<file path="src/rtl/sync_fifo.sv">
// Synchronous FIFO with registered flags, standard or first-word-fall-through read,
// and write-to-read bypass so a word written into the slot being read is returned directly.
module sync_fifo #(
    parameter int unsigned ADDR_WIDTH = 4,
    parameter int unsigned DATA_WIDTH = 32,
    parameter int unsigned FWFT       = 0,
    parameter int unsigned AF_LEVEL   = (2 ** ADDR_WIDTH) - 1,
    parameter int unsigned AE_LEVEL   = 1
) (
    input  logic                  clk,
    input  logic                  rst,
    input  logic [DATA_WIDTH-1:0] din,
    input  logic                  wr_en,
    output logic                  full,
    output logic                  almost_full,
    output logic                  overflow,
    input  logic                  rd_en,
    output logic [DATA_WIDTH-1:0] dout,
    output logic                  valid,
    output logic                  empty,
    output logic                  almost_empty,
    output logic                  underflow,
    output logic [ADDR_WIDTH:0]   count
);

    localparam int unsigned DEPTH = 2 ** ADDR_WIDTH;

    logic [DATA_WIDTH-1:0] mem [DEPTH];

    logic [ADDR_WIDTH:0]   wptr_q, wptr_d;
    logic [ADDR_WIDTH:0]   rptr_q, rptr_d;
    logic [ADDR_WIDTH:0]   count_q, count_d;
    logic                  full_q, full_d;
    logic                  empty_q, empty_d;
    logic                  af_q, af_d;
    logic                  ae_q, ae_d;
    logic                  ovf_q, unf_q;
    logic                  valid_q, valid_d;
    logic [DATA_WIDTH-1:0] dout_q, dout_d;
    logic [DATA_WIDTH-1:0] rd_word;
    logic [ADDR_WIDTH-1:0] rd_addr;
    logic                  wr_acc, rd_acc;
    logic                  load;

    always_comb begin
        wr_acc  = wr_en & ~full_q;
        rd_acc  = rd_en & ~empty_q;
        wptr_d  = wptr_q + {{ADDR_WIDTH{1'b0}}, wr_acc};
        rptr_d  = rptr_q + {{ADDR_WIDTH{1'b0}}, rd_acc};
        count_d = wptr_d - rptr_d;
        // Same slot index with differing wrap bits means every entry is occupied.
        full_d  = (wptr_d[ADDR_WIDTH] != rptr_d[ADDR_WIDTH]) &&
                  (wptr_d[ADDR_WIDTH-1:0] == rptr_d[ADDR_WIDTH-1:0]);
        empty_d = (wptr_d == rptr_d);
        af_d    = 32'(count_d) >= AF_LEVEL;
        ae_d    = 32'(count_d) <= AE_LEVEL;
    end

    // FWFT prefetches the next head every cycle; standard mode reads the head on demand.
    always_comb begin
        rd_addr = (FWFT != 0) ? rptr_d[ADDR_WIDTH-1:0] : rptr_q[ADDR_WIDTH-1:0];
        rd_word = (wr_acc && (wptr_q[ADDR_WIDTH-1:0] == rd_addr)) ? din : mem[rd_addr];
        load    = (FWFT != 0) ? ~empty_d : rd_acc;
        valid_d = load;
        dout_d  = dout_q;
        if (load) begin
            dout_d = rd_word;
        end
    end

    always_ff @(posedge clk) begin
        if (wr_acc) begin
            mem[wptr_q[ADDR_WIDTH-1:0]] <= din;
        end
    end

    always_ff @(posedge clk or posedge rst) begin
        if (rst) begin
            wptr_q  <= '0;
            rptr_q  <= '0;
            count_q <= '0;
            full_q  <= 1'b0;
            empty_q <= 1'b1;
            af_q    <= 1'b0;
            ae_q    <= 1'b1;
            ovf_q   <= 1'b0;
            unf_q   <= 1'b0;
            valid_q <= 1'b0;
            dout_q  <= '0;
        end else begin
            wptr_q  <= wptr_d;
            rptr_q  <= rptr_d;
            count_q <= count_d;
            full_q  <= full_d;
            empty_q <= empty_d;
            af_q    <= af_d;
            ae_q    <= ae_d;
            ovf_q   <= wr_en & full_q;
            unf_q   <= rd_en & empty_q;
            valid_q <= valid_d;
            dout_q  <= dout_d;
        end
    end

    assign full         = full_q;
    assign almost_full  = af_q;
    assign overflow     = ovf_q;
    assign dout         = dout_q;
    assign valid        = valid_q;
    assign empty        = empty_q;
    assign almost_empty = ae_q;
    assign underflow    = unf_q;
    assign count        = count_q;

endmodule

</file>
<file path="config.mk">
export PLATFORM = sky130hd
export DESIGN_NAME = sync_fifo
export DESIGN_NICKNAME = d
export VERILOG_FILES = /design/src/rtl/sync_fifo.sv
export SDC_FILE = /design/constraint.sdc
export NUM_CORES = 1
export LEC_CHECK = 0
export ABC_AREA = 1
export BUFFER_PORTS_ARGS = -buffer_cell sky130_fd_sc_hd__buf_2
export CORE_MARGIN = 2
export CORE_UTILIZATION = 56
export DETAILED_ROUTE_END_ITERATION = 8
export PLACE_DENSITY_LB_ADDON = 0.15
export SLEW_MARGIN = 20
export SYNTH_ARGS = -nofsm -noshare
export SYNTH_HDL_FRONTEND = slang
export SYNTH_SLANG_ARGS = --single-unit
</file>
<file path="constraint.sdc">
create_clock -name clk -period 3.9 [get_ports clk]
set_input_delay 0.78 -clock clk [delete_from_list [all_inputs] [get_ports clk]]
set_output_delay 0.78 -clock clk [all_outputs]
set_load 0.01 [all_outputs]
</file>
==> results.toml <==
[job]
drv_cap = 0

[layout]
drive_gt1_share_pct = 12.1
seq_area_um2 = 16700
area_delta_synth_final_pct = 12.4
diodes = 0
fin_util_pct = 63.6
multi_input_area_um2 = 5500
nFillCells = 3054
fin_area_um2 = 25800
final_nets = 1989

[yosys]
synth_cell_types = 31
synthCells = 1898
syn_nets = 1937
syn_avg_cell_area_um2 = 12.1
syn_area_um2 = 23000
ys_warn_count = 0
synth_seq_cells = 566
synth-seq-area-share_pct = 72.7

[cts]
cts_made_buffers = 56
cts_hold_buf = 0
clk_pin_slew_ps = 70
clockBufferDepth = 3
clockRootBuffer = "clkbuf_16"
cts_tree = "built"
htreeDepth = 2
cts_setup_buffers = 0
insertion_delay_ps = 600
cts.sinks = 566
cts_resized = 0

[setup_path]
crit_path_end_kind = "flip-flop"
critPathSlowestCell = "nand3_4"
crit_buf_inv = 1
crit_required_ps = 4420
r2r_slack_ps = 1150
critical_path_class = "reg2reg"
cp-start-kind = "flip-flop"
cp_slowest_stage_delay_ps = 670
cp_common_cell = "nor2_1"
crit_chain = "inv_4 -> nand2_1 -> a21oi_2 -> nand3_4 -> nor2_1 -> nor2_1 -> a21oi_1"
cp_top_family = "simple AND/OR/NAND/NOR gates"
arrival_ps = 3270
cp_max_fo = 64

[sta]
slew_violations = 0
hold_ws_ps = 241
fin_setup_tns_ps = 0
fin_crit_ps = 2750
fmax_ghz = 0.363
setup-violations-final = 0
worst_pin_slew_ps = 1030
layout_worst_path_cycle_share_pct = 70.6
finClkSkew_ps = 22.5
hold_viol = 0
relSlewSlack_pct = 31.0
grt_setup_unrepaired = "no"

[drt]
routedWlPerCell_um = 21.2
first_pass_iters = 5
routed_wl_um = 53500
drt_iter0_drc = 1347
drc = 0
num_vias = 14800
ant_nets = 0
vias_per_cell = 5.87

[grt]
antenna_found_initial = 0
track_usage_pct = 25.8
grt_pass1_wl_um = 83100
grt_max_degree = 167
grt-ovfl-total = 0
first_global_vias = 14300

[die]
fp.coreArea_um2 = 40600
io_pins = 80
dieWidth_um = 207
fp.dieH_um = 207
start_util_pct = 56.6
die_area_um2 = 42700
rows = 74

[status]
status = "completed"

[pwr]
pwr-share-comb_pct = 33.2
p_switching_mw = 7.26
p_leak_nw = 9.11
power_mw = 20.1
netSwitchingFraction_pct = 36.1
power_density_nw_per_um2 = 778
clock_power_share_pct = 27.5
p_int_mw = 12.8
vdd_drop_max_mv = 0.546
p_seq_share_pct = 39.3

[min_path]
worstHoldPathType = "in2async"

[placed_design]
routabilityCongestion = 0.798
io_buffers = 79
postPlaceCellArea_um2 = 23900
hpwlAfterDp_um = 29300
-- cell usage after synthesis --
| master | number | share of area (%) |
|---|---|---|
| nor2_2 | 1 | 0.027 |
| and2_1 | 1 | 0.027 |
| nand2_2 | 4 | 0.11 |
| xnor2_1 | 2 | 0.076 |
| nand3_1 | 97 | 2.1 |
| buf_4 | 13 | 0.42 |
| clkbuf_1 | 51 | 0.83 |
| buf_6 | 9 | 0.44 |
| buf_1 | 3 | 0.049 |
| nand4_2 | 1 | 0.054 |
| clkbuf_2 | 2 | 0.044 |
| a21oi_2 | 2 | 0.076 |
| xor2_1 | 1 | 0.038 |
| dfrtp_1 | 52 | 5.7 |
| inv_2 | 6 | 0.098 |
| nand2_1 | 142 | 2.3 |
| nand3_2 | 2 | 0.087 |
| a21oi_1 | 38 | 0.83 |
| nand3_4 | 2 | 0.15 |
| ha_1 | 3 | 0.16 |
| o21ai_0 | 253 | 5.5 |
| edfxtp_1 | 512 | 67 |
| nor4_1 | 1 | 0.027 |
| nand4_1 | 2 | 0.054 |
| nand3b_1 | 1 | 0.033 |
| nor2_1 | 456 | 7.4 |
| o211ai_1 | 128 | 4.2 |
| dfstp_2 | 2 | 0.23 |
| o21ai_1 | 5 | 0.11 |
| buf_2 | 41 | 0.89 |
| inv_1 | 65 | 1.1 |
-- power groups by stage --
| stage | clock network, mW | logic, mW | registers [mW] |
|---|---|---|---|
| after detailed placement | 0 | 6.66 | 8.02 |
| after global routing | 5.82 | 7.50 | 7.97 |
| final | 5.52 | 6.68 | 7.90 |
| after global placement | 0 | 6.49 | 8.00 |
| after CTS | 5.59 | 6.68 | 7.90 |
| after floorplan | 0 | 4.69 | 7.94 |
-- through the flow --
| step | std cells | setup WS (ps) |
|---|---|---|
| after floorplan | 1898 | 798 |
| after global placement | 2424 | 1020 |
| after detailed placement | 2424 | 1000 |
| after CTS | 2528 | 1150 |
| after global routing | 2528 | 922 |
| final | 2528 | 1150 |
-- path summary, 6_finish.rpt --
| path | start | to | cells after the start |
|---|---|---|---|
| max in group asynchronous | rst | valid | 3 |
| worst max-delay path | rptr_q[1] | dout[11] | 7 |
| worst min-delay path | rst | dout[5] | 2 |
| worst min register to register | dout[8] | dout[8] | 2 |
| worst max register to register | rptr_q[1] | dout[11] | 7 |
| min in group clk | wr_en | overflow | 3 |
-- registers in the layout (all words and copies together), names as in the netlist, 5 cells and up --
name    cells
mem       512
dout       32
wptr_q      5
count       5
rptr_q      5
-- cell families (layout without fill, tap and decap cells) --
kind of cell	after synthesis	after routing	synth area share, %
AND/OR/NAND/NOR	710	710	12.4
flip-flops	566	566	72.7
buffers and inverters	190	288	3.84
adder cells (fa/ha/maj)	3	3	0.163
XOR/XNOR	3	3	0.114
AO/OA/AOI/OAI	426	426	10.7
-- per-layer routing --
metal	wire length, um	global-route usage [%]	vias to the layer above
met5	0	0	-
met1	23200	37.1	7398
li1	-	-	6874
met2	25800	42.0	485
met3	3310	3.20	75
met4	1130	7.47	0
-- worst register-to-register path, cell delays in order (launching register included) --
cell	delay, ps
dfrtp_4	620
inv_4	400
nand2_1	150
a21oi_2	200
nand3_4	670
nor2_1	380
nor2_1	80
a21oi_1	170
-- placed cells by master, fill, tap and decap left out, types with 2 or more instances in the layout --
| cell type | Yosys | layout |
|---|---|---|
| dfrtp_2 | 0 | 2 |
| nor2_4 | 0 | 13 |
| nand3_2 | 2 | 2 |
| buf_12 | 0 | 9 |
| clkbuf_16 | 0 | 57 |
| nor2_1 | 456 | 443 |
| ha_1 | 3 | 3 |
| inv_2 | 6 | 8 |
| o21ai_0 | 253 | 253 |
| dfrtp_4 | 0 | 2 |
| edfxtp_1 | 512 | 512 |
| clkbuf_8 | 0 | 10 |
| clkinv_2 | 0 | 11 |
| a21oi_1 | 38 | 38 |
| nand3_4 | 2 | 2 |
| buf_4 | 13 | 25 |
| dfrtp_1 | 52 | 48 |
| clkbuf_1 | 51 | 17 |
| dfstp_2 | 2 | 2 |
| o21ai_1 | 5 | 5 |
| bufinv_16 | 0 | 7 |
| inv_1 | 65 | 61 |
| nand2_2 | 4 | 4 |
| xnor2_1 | 2 | 2 |
| buf_2 | 41 | 79 |
| o211ai_1 | 128 | 128 |
| nand4_1 | 2 | 2 |
| nand2_1 | 142 | 142 |
| a21oi_2 | 2 | 2 |
| nand3_1 | 97 | 97 |
-- final cells by class --
cell class | instances | share of cell area, %
Sequential cell | 566 | 64.8
Multi-Input combinational cell | 1142 | 21.3
Clock buffer | 84 | 6.30
Timing Repair Buffer | 113 | 2.95
Tap cell | 532 | 2.58
Clock inverter | 20 | 1.07
Inverter | 71 | 1.06
(Power assumes the default switching activity.)
